`config.mk`:
```
export PLATFORM = sky130hd
export DESIGN_NAME = seg7_scan_driver
export DESIGN_NICKNAME = d
export VERILOG_FILES = /design/src/rtl/seg7_scan_driver.sv
export SDC_FILE = /design/constraint.sdc
export NUM_CORES = 1
export LEC_CHECK = 0
export CORE_MARGIN = 1
export CORE_UTILIZATION = 45
export CTS_CLUSTER_DIAMETER = 50
export DETAILED_ROUTE_END_ITERATION = 16
export PLACE_DENSITY = 0.65
export SLEW_MARGIN = 20
export SYNTH_ARGS = -nofsm -noshare
export SYNTH_HDL_FRONTEND = slang
export SYNTH_SLANG_ARGS = --single-unit
export TNS_END_PERCENT = 50
```
`constraint.sdc`:
```
create_clock -name clk -period 1.8 [get_ports clk]
set_input_delay 0.18 -clock clk [delete_from_list [all_inputs] [get_ports clk]]
set_output_delay 0.18 -clock clk [all_outputs]
set_load 0.03 [all_outputs]
```
`src/rtl/seg7_scan_driver.sv`:
```
// seg7_scan_driver
// ----------------
// Multiplexed common-anode 7-segment driver. A binary value is captured on
// `load` and turned into BCD by a sequential shift-add-3 engine. The result
// is then scanned across DIGITS digits. Scan timing comes from clock enables
// derived from clk; no divided clocks are used.
//
// Features: leading-zero blanking, a per-digit blink mask, and an overflow
// indication that shows dashes on every digit.
//
// Ports
//   clk         system clock, rising edge
//   rst         asynchronous reset, active low
//   value       binary value to display (BIN_W bits)
//   load        single-cycle strobe that samples value
//   blank_lz    1 = blank leading zeros (digit 0 is never blanked)
//   blink_en    1 = masked digits blink
//   blink_mask  bit i = digit i blinks
//   seg         active-low segments, seg[0]=a .. seg[6]=g (registered)
//   an          active-low anodes, an[0] = rightmost digit (registered)
//   busy        conversion in progress
//   ovf         last committed value exceeded 10^DIGITS-1
module seg7_scan_driver #(
    parameter int DIGITS    = 4,
    parameter int BIN_W     = 14,
    parameter int SCAN_DIV  = 50000,
    parameter int BLINK_DIV = 10000000
) (
    input  logic              clk,
    input  logic              rst,
    input  logic [BIN_W-1:0]  value,
    input  logic              load,
    input  logic              blank_lz,
    input  logic              blink_en,
    input  logic [DIGITS-1:0] blink_mask,
    output logic [6:0]        seg,
    output logic [DIGITS-1:0] an,
    output logic              busy,
    output logic              ovf
);

    localparam int BCD_W   = 4 * DIGITS;
    localparam int IDX_W   = (DIGITS > 1) ? $clog2(DIGITS) : 1;
    localparam int ITER_W  = (BIN_W > 1) ? $clog2(BIN_W) : 1;
    localparam int SCAN_W  = (SCAN_DIV > 1) ? $clog2(SCAN_DIV) : 1;
    localparam int BLINK_W = (BLINK_DIV > 1) ? $clog2(BLINK_DIV) : 1;

    localparam logic [6:0] SEG_BLANK = 7'h7F;
    localparam logic [6:0] SEG_DASH  = 7'b0111111;

    function automatic longint unsigned pow10(input int n);
        longint unsigned r;
        r = 1;
        for (int i = 0; i < n; i++) begin
            r = r * 10;
        end
        return r;
    endfunction

    localparam longint unsigned MAX_VAL = pow10(DIGITS) - 1;

    function automatic logic [6:0] decode(input logic [3:0] d);
        case (d)
            4'd0:    return 7'b1000000;
            4'd1:    return 7'b1111001;
            4'd2:    return 7'b0100100;
            4'd3:    return 7'b0110000;
            4'd4:    return 7'b0011001;
            4'd5:    return 7'b0010010;
            4'd6:    return 7'b0000010;
            4'd7:    return 7'b1111000;
            4'd8:    return 7'b0000000;
            4'd9:    return 7'b0010000;
            default: return 7'b1111111;
        endcase
    endfunction

    // ------------------------------------------------------------------
    // Conversion FSM
    // ------------------------------------------------------------------
    typedef enum logic [1:0] {IDLE, CONV, COMMIT} state_t;

    state_t              state_reg;
    logic [BIN_W-1:0]    shift_reg;
    logic [BCD_W-1:0]    bcd_reg;
    logic [BCD_W-1:0]    bcd_adj;
    logic [ITER_W-1:0]   iter_reg;
    logic                ovf_cap_reg;
    logic [BCD_W-1:0]    disp_reg;
    logic                ovf_reg;
    logic [BIN_W-1:0]    pend_val_reg;
    logic                pend_reg;
    logic                busy_reg;

    logic [BIN_W-1:0]    cap_val;
    logic                cap_ovf;

    // A fresh load in COMMIT is newer than anything pending, so it wins.
    assign cap_val = load ? value : pend_val_reg;
    assign cap_ovf = (64'(cap_val) > MAX_VAL);

    // Add-3 correction of every nibble that is 5 or more, before the shift.
    genvar gi;
    generate
        for (gi = 0; gi < DIGITS; gi++) begin : g_adj
            assign bcd_adj[4*gi +: 4] = (bcd_reg[4*gi +: 4] >= 4'd5)
                                      ? bcd_reg[4*gi +: 4] + 4'd3
                                      : bcd_reg[4*gi +: 4];
        end
    endgenerate

    always_ff @(posedge clk or negedge rst) begin
        if (!rst) begin
            state_reg    <= IDLE;
            shift_reg    <= '0;
            bcd_reg      <= '0;
            iter_reg     <= '0;
            ovf_cap_reg  <= 1'b0;
            disp_reg     <= '0;
            ovf_reg      <= 1'b0;
            pend_val_reg <= '0;
            pend_reg     <= 1'b0;
            busy_reg     <= 1'b0;
        end else begin
            case (state_reg)
                IDLE: begin
                    if (load) begin
                        shift_reg   <= cap_val;
                        bcd_reg     <= '0;
                        iter_reg    <= '0;
                        ovf_cap_reg <= cap_ovf;
                        busy_reg    <= 1'b1;
                        state_reg   <= CONV;
                    end
                end
                CONV: begin
                    // BCD accumulator and binary shifter move as one register.
                    {bcd_reg, shift_reg} <= {bcd_adj, shift_reg} << 1;
                    if (iter_reg == ITER_W'(BIN_W - 1)) begin
                        state_reg <= COMMIT;
                    end else begin
                        iter_reg <= iter_reg + 1'b1;
                    end
                    if (load) begin
                        pend_val_reg <= value;
                        pend_reg     <= 1'b1;
                    end
                end
                COMMIT: begin
                    disp_reg <= bcd_reg;
                    ovf_reg  <= ovf_cap_reg;
                    if (load || pend_reg) begin
                        // Chain straight into the next conversion, no IDLE gap.
                        shift_reg   <= cap_val;
                        bcd_reg     <= '0;
                        iter_reg    <= '0;
                        ovf_cap_reg <= cap_ovf;
                        pend_reg    <= 1'b0;
                        state_reg   <= CONV;
                    end else begin
                        busy_reg  <= 1'b0;
                        state_reg <= IDLE;
                    end
                end
                default: begin
                    busy_reg  <= 1'b0;
                    state_reg <= IDLE;
                end
            endcase
        end
    end

    assign busy = busy_reg;
    assign ovf  = ovf_reg;

    // ------------------------------------------------------------------
    // Scan, blink and segment output
    // ------------------------------------------------------------------
    logic [SCAN_W-1:0]   presc_reg;
    logic [IDX_W-1:0]    idx_reg;
    logic [BCD_W-1:0]    shown_reg;
    logic                shown_ovf_reg;
    logic [BLINK_W-1:0]  blink_cnt_reg;
    logic                blink_flag_reg;
    logic [6:0]          seg_reg;
    logic [DIGITS-1:0]   an_reg;

    logic [3:0]          digit_arr [DIGITS];
    logic [DIGITS-1:0]   lz_blank;
    logic [6:0]          seg_next;
    logic                slot_wrap;

    assign slot_wrap = (presc_reg == SCAN_W'(SCAN_DIV - 1));

    generate
        for (gi = 0; gi < DIGITS; gi++) begin : g_digit
            assign digit_arr[gi] = shown_reg[4*gi +: 4];
            // Digit gi and everything above it are zero.
            assign lz_blank[gi]  = (shown_reg[BCD_W-1 : 4*gi] == '0);
        end
    endgenerate

    always_comb begin
        seg_next = decode(digit_arr[idx_reg]);
        if (shown_ovf_reg) begin
            seg_next = SEG_DASH;
        end else if (blank_lz && (idx_reg != '0) && lz_blank[idx_reg]) begin
            seg_next = SEG_BLANK;
        end
        if (blink_en && !blink_flag_reg && blink_mask[idx_reg]) begin
            seg_next = SEG_BLANK;
        end
    end

    always_ff @(posedge clk or negedge rst) begin
        if (!rst) begin
            presc_reg     <= '0;
            idx_reg       <= '0;
            shown_reg     <= '0;
            shown_ovf_reg <= 1'b0;
            seg_reg       <= SEG_BLANK;
            an_reg        <= '1;
        end else begin
            if (slot_wrap) begin
                presc_reg <= '0;
                idx_reg   <= (idx_reg == IDX_W'(DIGITS - 1)) ? '0 : idx_reg + 1'b1;
                // New content is only picked up at slot boundaries so a digit
                // never changes in the middle of its lit period. A commit on
                // this same edge is taken directly from the converter.
                shown_reg     <= (state_reg == COMMIT) ? bcd_reg     : disp_reg;
                shown_ovf_reg <= (state_reg == COMMIT) ? ovf_cap_reg : ovf_reg;
            end else begin
                presc_reg <= presc_reg + 1'b1;
            end
            an_reg  <= ~(DIGITS'(1) << idx_reg);
            seg_reg <= seg_next;
        end
    end

    always_ff @(posedge clk or negedge rst) begin
        if (!rst) begin
            blink_cnt_reg  <= '0;
            blink_flag_reg <= 1'b1;
        end else if (!blink_en) begin
            blink_cnt_reg  <= '0;
            blink_flag_reg <= 1'b1;
        end else if (blink_cnt_reg == BLINK_W'(BLINK_DIV - 1)) begin
            blink_cnt_reg  <= '0;
            blink_flag_reg <= ~blink_flag_reg;
        end else begin
            blink_cnt_reg <= blink_cnt_reg + 1'b1;
        end
    end

    assign seg = seg_reg;
    assign an  = an_reg;

endmodule

```
== After elaboration in Yosys (flattened, before gate mapping) ==
Memories as Yosys holds them, arrays and structs flattened.
Cells that the tools add are included.
Operators by class
  add/sub/neg operators: 8
  order comparisons: 7
  equal/unequal tests: 13
  shift-type cells: 1
  mux-type cells: 45
  bitwise gates (word level): 4
  reduce and logical (&&, ||, !) cells: 21
Operators by type and width (number)
  $mux W16: 4
  $mux W24: 2
  $pmux W16 S3: 1
  $mux W14: 3
  $pmux W14 S3: 1
  $mux W4: 8
  $add A24 B1 Y24 const B: 1
  $eq A24 B24 Y1 const B: 1
  $mux W7: 3
  $add A16 B1 Y16 const B: 1
  $eq A16 B16 Y1 const B: 1
  $ge A4 B3 Y1 const B: 4
  $logic_not A16 Y1: 1
  $gt A14 B14 Y1 const B: 1
  $add A4 B2 Y4 const B: 3
  $logic_not A12 Y1: 1
  $ne A2 B2 Y1 const B: 6
  $pmux W4 S3: 1
  $reduce_and A3 Y1: 4
  $mux W1: 11
  $bmux W4 S2: 1
  $logic_not A8 Y1: 1
  $mux W2: 3
  $pmux W2 S3: 1
  26 further kinds: 35
Word-level totals
  flip-flop bits (word level): 141
  ROM bits: 112
  bits of input ports: 23
  logic and storage cells: 118
  memories kept: 1
Memory list
  (name not given): depth 16, width 7, rd ports 1, clocked after memory_dff 0, write ports 0, line 63  | case (d)

== Logic depth before layout (Yosys ltp) ==
Gate-level depths: netlist of run 1.
An unclocked memory read counts as a cell.
  depth in word-level cells: 8
  mapped depth: 8

== Worst setup path after synthesis of run 1 ==
OpenSTA, ideal clock, no wires.
  path kind: flip-flop to flip-flop
  start: register idx_reg[0]
  end: register seg_reg[6] (netlist: seg[6])
  arrival: 1832 ps
  required time: 1718 ps
  slack: -113 ps
  stages on the path, launching flop included: 8
  path buffers: 1
  path through: dfrtp_1 buf_6 mux4_1 ha_1 and2_4 a21oi_2 nor3_1 a211o_1
Between the ends
  word-level cells in the longest chain between the ends: 8
  elaborated cells on any way between the ends: 16
  those cells by class: 10 x mux; 1 x bitwise; 4 x reduce/logical; 1 x memory
RTL lines
  start, declared: line 180  | logic [IDX_W-1:0] idx_reg;
  start signal, assigned: line 226  | idx_reg <= (idx_reg == IDX_W'(DIGITS - 1)) ? '0 : idx_reg + 1'b1;
  $not A2 Y3 (not written as such): line 204  | seg_next = decode(digit_arr[idx_reg]);
  $bmux W4 S2: line 204
  $mux W4 (not written as such) (2 in series): line 204
  $mem_v2 Z16 W7
  $mux W7: line 207  | end else if (blank_lz && (idx_reg != '0) && lz_blank[idx_reg]) begin
  $mux W7: line 205  | if (shown_ovf_reg) begin
  $mux W7 (*): line 210  | if (blink_en && !blink_flag_reg && blink_mask[idx_reg]) begin
  named net seg_next[6]: line 190  | logic [6:0] seg_next;
  end signal, assigned: line 236  | seg_reg <= seg_next;
  end, declared: line 185  | logic [6:0] seg_reg;
Mark *: on every way through the listed nets, which the timed path passes. The rest lies on a longest branch. The select of a mux whose other input is x is not followed.
A chain may end at the register's enable or synchronous reset.

== Worst setup path in the final report of run 1 ==
Ends and elaborated chain as after synthesis.

==> reports/metrics.csv, run 1 <==
metric,value,unit
Reg2Reg Setup Slack,0.02,ns
"Top FF cell, synth",dfrtp_1,
ANT cells,0,
All-Layer GR Usage,19.0,%
reg2reg start,idx_reg[0],
initial antenna violation count,0,
Clock Latency Late Sink,0.42,ns
number of flip-flops in the largest register,24,
XOR/XNOR share of the synthesized area,6.09,%
Hold Path Class,in -> async,
dpl hpwl,8930,µm
sequential share of the synthesized area,53.6,%
Post-synth EDFFs,0,
Least-Margin Pin Slew,0.520,ns
min Tclk post-route,1.78,ns
wire per inst,14.9,µm
Detail Route Antenna Nets,0,
Die Y,123,µm
"slowest stage delay, CP",0.59,ns
global route overflow,0,
post-synthesis adder-cell area fraction,3.97,%
Num CTS Buffers,17,
CP startpoint kind,flop,
WP data arrival,2.12,ns
Cell Rows,43,
CP required,2.14,ns
area grow syn2layout,23.7,%
core area,14100,µm²
mux contribution to synthesized area,8.34,%
# nets final,724,
Rel. slew slack,65.3,%
Clock transition at path regs,0.06,ns
Root Buffer Master,clkbuf_16,
total number of vias,4631,
Synth cell types,51,
#FFs+latches synth,141,
layout cells sized above 1,20.8,%
fin. max-slew vios,0,
global-route wire length before repair,22300,µm
RSZ-0062 raised after global routing,yes,
fin crit share,98.7,%
r2r endpoint,seg[6],
Ys Warns,0,
Synth Area in Simple Gates,15.3,%
mapped cell area,6610,µm²
largest net degree at the start of global routing,55,
Bufs and invs on worst path,1,
"CP delay by family, top",multiplexers,
TritonCTS clock tree,done,
Remaining DRCs,0,
IO buf count,35,
initial drt markers,232,
setup TNS,0,ns
"critical path, cell by cell",buf_4 > mux4_2 > o21ai_2 > nand2b_1 > a211o_1,
Synth Area in Compound Gates,9.46,%
Final Cell Area,8180,µm²
IO Count,36,
Die Area,15200,µm²
vias per cell,5.30,
starting density of the core,46.9,%
synthesized area per cell,10.9,µm²
CP Class,reg -> reg,
largest family of logic cells by synthesized area,simple AND/OR/NAND/NOR gates,
area of placed instances,7450,µm²
worst vdd ir,0.710,mV
top cell type's share of synthesized area,48.8,%
Fin Clk Skew,0.0140,ns
endpoints failing setup,0,
power density over the cells,1260,nW/µm²
number of hold violations in the final report,0,
Peak Freq,563,MHz
GPL Wtd Cong,0.826,
maxcap violations,0,
Slowest cell on crit path,mux4_2,
LEAKAGE,3.84,nW
Post-Synthesis Cells,608,
Post-synth top cells,"dfrtp_1 (129), nor2_1 (68), nand2_1 (59)",
clk sinks,141,
critical path capture point type,flop,
most numerous cell in the Yosys netlist,dfrtp_1,
H-tree depth,4,
Post-synth ARST share,100,%
crit path max fanout,8,
Synth area leader,dfrtp_1,
Routed Wire Length,13000,µm
run status,"complete, no violations",
Mapped Nets,652,
TritonRoute pass-1 iters,4,
Register-to-Register Path Depth,5,
synth top area cells,"dfrtp_1 (49%), dfstp_2 (4.8%), mux2_2 (4.6%), xor2_1 (4.2%), ha_1 (4.0%)",
vias in the first global route,4787,
Clock Tree Buf Depth,2,
Die Wd,123,µm
-- report_power, final --
part           switching [W]  internal, W  leakage, nW
clock network        0.00131      0.00224        0.289
registers           0.000491      0.00385         1.82
logic                0.00131      0.00107         1.73
-- cells by family after synthesis --
group                      count (synthesis)
adders and majority gates                 21
and+or+nand+nor                          210
DFF                                      141
buffers and inverters                     49
AOI/OAI and AO/OA                         95
muxes                                     46
xor gates and xnor gates                  46
-- per-stage QoR --
stage / hold slack, ns / instances / total power, W / utilization (%) / worst slack (ns)
finish: 0.281 / 873 / 0.0103 / 58.0 / 0.0238
detailed placement: 0.184 / 840 / 0.00673 / 52.9 / -0.183
floorplan: -0.116 / 608 / 0.00597 / - / 0.00390
CTS: 0.291 / 873 / 0.0103 / 57.3 / 0.00331
global placement: 0.178 / 840 / 0.00658 / 52.9 / -0.143
global route: 0.329 / 873 / 0.0109 / 58.0 / -0.0556
-- what timing repair did --
| action | 4_1_cts | 5_1_grt |
|---|---|---|
| gates resized for setup | 5 | 29 |
| setup buffers | 0 | 1 |
| endpoints found under the hold margin | 39 | 0 |
| hold buffers | 1 | 0 |
| endpoints found under the setup margin | 9 | 73 |
| pin swaps | 1 | 5 |
-- worst max-delay path by stage --
stage / startpoint / endpoint / slack, ns / cells past startpoint
3_5_place_dp: idx_reg[0] / seg[2] / -0.18 / 8
3_3_place_gp: idx_reg[0] / seg[5] / -0.14 / 8
6_report: idx_reg[0] / seg[6] / 0.02 / 5
4_1_cts: an[2] / an[2] / 0.003 / 1
2_1_floorplan: idx_reg[0] / seg[6] / 0.004 / 7
5_1_grt: idx_reg[0] / seg[6] / -0.06 / 5
-- placed cells by master, fill, tap and decap left out, drive strengths merged, types with 8 or more instances in the layout --
| cell | n |
|---|---|
| nor2 | 68 |
| dfrtp | 129 |
| xnor2 | 14 |
| a221o | 12 |
| o22ai | 10 |
| nor4 | 8 |
| clkdlybuf4s50 | 23 |
| ha | 21 |
| buf | 43 |
| nand4 | 12 |
| o21ai | 35 |
| mux2 | 27 |
| nor3 | 9 |
| clkbuf | 21 |
| a21oi | 18 |
| dfstp | 12 |
| mux2i | 15 |
| nand3 | 26 |
| xor2 | 32 |
| dlymetal6s2s | 10 |
| nand2b | 8 |
| nand2 | 59 |
| inv | 24 |
-- area by class of cell --
type	instances	area (µm²)
Fill cell	1158	5920
Clock inverter	11	141
Sequential cell	141	3550
Inverter	24	90.1
Tap cell	180	225
Clock buffer	21	460
Multi-Input combinational cell	418	2940
Timing Repair Buffer	78	776
-- routing by layer --
metal	part of all wire, %	routed length [µm]	GRT usage (%)
met5	0	0	0
met1	46	6040	24.0
met2	50	6470	31.5
met3	2.2	285	4.06
met4	1.5	196	7.83
No activity file was read; power rests on OpenSTA's default activity.
==> run 2, diff against run 1 <==
--- a/config.mk
+++ b/config.mk
@@ -8,5 +8,5 @@
 export CORE_MARGIN = 1
 export CORE_UTILIZATION = 45
-export CTS_CLUSTER_DIAMETER = 50
+export CTS_CLUSTER_DIAMETER = 80
 export DETAILED_ROUTE_END_ITERATION = 16
 export PLACE_DENSITY = 0.65
==> constraint.sdc (replaced) <==
create_clock -name clk -period 1.8 [get_ports clk]
set_input_delay 0.45 -clock clk [delete_from_list [all_inputs] [get_ports clk]]
set_output_delay 0.45 -clock clk [all_outputs]
set_load 0.03 [all_outputs]
==> run 2 against run 1 <==
  * Cell count is 1.6% higher
  * Via count grew 2.5%
  * Worst setup slack worse by 0.016 ns
  * Critical path type unchanged
==> reports/metrics.csv, run 2 (synthesized netlist as in run 1, its figures left out) <==
metric,value,unit,change
IO Count,36,,unchanged
global-route wire length before repair,22500,µm,+0.87%
Detail Route Antenna Nets,0,,unchanged
core area,14100,µm²,unchanged
most frequent cells in the layout,"dfrtp_1 (125), nor2_1 (67), nand2_1 (59)",,
Clock Latency Late Sink,0.42,ns,about the same
met2 global-route usage,31.6,%,+0.10 points
fin crit share,99.5,%,+0.86 points
crit path max fanout,11,,+3
Root Buffer Master,clkbuf_16,,
vias per cell,5.35,,+0.87%
GRT met1 Usage,24.3,%,+0.28 points
pre-CTS setup slack,-0.414,ns,-0.231 ns
Peak Freq,558,MHz,-0.87%
"commonest non-fill, non-tap cell in the layout",dfrtp_1,,
min Tclk post-route,1.79,ns,+0.0155 ns
total number of vias,4746,,+2.5%
area of placed instances,7490,µm²,+0.54%
starting density of the core,46.9,%,unchanged
Die Area,15200,µm²,unchanged
Routed Wire Length,13300,µm,+2.5%
maxcap violations,0,,unchanged
total power draw,0.0101,W,-1.7%
vias in the first global route,4882,,+2.0%
Final Cell Area,8220,µm²,+0.52%
reg2reg start,blink_cnt_reg[8],,
CP Class,reg -> reg,,
Final Util,58.3,%,+0.30 points
layout cells sized above 1,21.8,%,+1.0 points
All-Layer GR Usage,19.1,%,+0.18 points
TritonRoute pass-1 iters,4,,unchanged
initial antenna violation count,0,,unchanged
LEAKAGE,3.80,nW,-0.90%
post-route setup slack,0.00829,ns,-0.0155 ns
endpoints failing setup,0,,unchanged
Fin Clk Skew,0.00918,ns,-0.00479 ns
IO buf count,35,,unchanged
CP startpoint,blink_cnt_reg[8],,
Die Y,123,µm,unchanged
fin. max-slew vios,0,,unchanged
Clock Tree Buf Depth,2,,unchanged
largest net degree at the start of global routing,48,,-13%
TritonCTS clock tree,done,,
area grow syn2layout,24.3,%,
global route overflow,0,,unchanged
Hold Path Class,in -> async,,
initial drt markers,294,,+27%
CP startpoint kind,flop,,
clk sinks,141,,unchanged
grt peak-use layer,met2,,
M3 GR Usage,4.47,%,+0.42 points
# nets final,738,,+1.9%
Remaining DRCs,0,,unchanged
Die Wd,123,µm,unchanged
Rel. slew slack,66.9,%,+1.5 points
number of hold violations in the final report,0,,unchanged
WP data arrival,2.10,ns,-0.02 ns
fillcell total,1165,,+0.60%
GPL Wtd Cong,0.821,,-0.59%
Least-Margin Pin Slew,0.497,ns,-0.0236 ns
wire per inst,15.0,µm,+0.85%
ANT cells,0,,unchanged
Clock transition at path regs,0.06,ns,about the same
power density over the cells,1230,nW/µm²,-2.2%
RSZ-0062 raised after global routing,yes,,
Cell Rows,43,,unchanged
setup TNS,0,ns,unchanged
critical path capture point type,flop,,
run status,"complete, no violations",,
number of flip-flops in the largest register,24,,unchanged
H-tree depth,4,,unchanged
worst vdd ir,0.746,mV,+5.2%
Num CTS Buffers,17,,unchanged
dpl hpwl,8950,µm,+0.23%
CP required,2.11,ns,-0.03 ns
==> run 2: changes by cell type in the layout (fill, tap and decap cells not counted), sizes merged, moves of 3 or more <==
cell,change
dlygate4sd2,+3
clkbuf,+7
buf,+13
clkdlybuf4s15,+9
clkinv,-3
dlymetal6s2s,-10
==> run 2: area by class of cell <==
cell class	instances	area (µm²)	area share, %
clock buffer	27	523	6.36
clock inverter	5	55.1	0.670
inverter	24	90.1	1.10
multi-input combinational	418	2920	35.5
sequential	141	3550	43.2
tap	180	225	2.74
timing repair buffer	92	861	10.5
==> run 2: final timing paths <==
kind / endpoint / slack (ns) / cells after the start
setup / recovery: blink_cnt_reg[13] / 0.008 / 6
hold / removal: blink_cnt_reg[12] / 0.48 / 2
setup reg to reg: blink_cnt_reg[13] / 0.008 / 6
hold reg to reg: pend_val_reg[13] / 0.48 / 2
max in group asynchronous: busy / 0.75 / 3
min in group clk: pend_val_reg[13] / 0.48 / 2
==> run 2: stage by stage <==
stage	std cells	hold WS (ns)
after floorplan	608	0.154
after global placement	847	0.369
after detailed placement	847	0.374
after CTS	880	0.482
after global routing	887	0.503
final	887	0.477
==> run 2: routing by layer <==
layer  routed length (µm)  part of all wire, %
met5                    0                    0
met4                  156                  1.2
met3                  294                  2.2
met2                 6660                   50
met1                 6200                   47
==> run 2: timing repair <==
item | CTS | global route
resized for setup | 15 | 28
pin swaps | 1 | 7
setup buffers | 0 | 7
setup endpoints to repair | 20 | 55
hold buffers | 1 | 0
endpoints found under the hold margin | 18 | 0
gates cloned | 0 | 1
==> run 2: worst max-delay path: stages, from the launching register on <==
cell and delay (ns):
dfrtp_2 0.45, nor4_2 0.26, nand4_1 0.21, nor4_4 0.34
nand2b_4 0.21, clkbuf_16 0.16, nor2_1 0.05
==> run 2: power by group <==
part / leakage [nW] / internal, W / switching [W]
sequential: 1.82 / 0.00385 / 0.000498
combinational: 1.71 / 0.00107 / 0.00129
clock: 0.280 / 0.00212 / 0.00127
==> run 3, diff against run 2 <==
Settings changed: CTS_CLUSTER_DIAMETER 80 to 40.
==> results of run 3 <==
The final DEF is identical to that of run 2; final timing and power are the same.
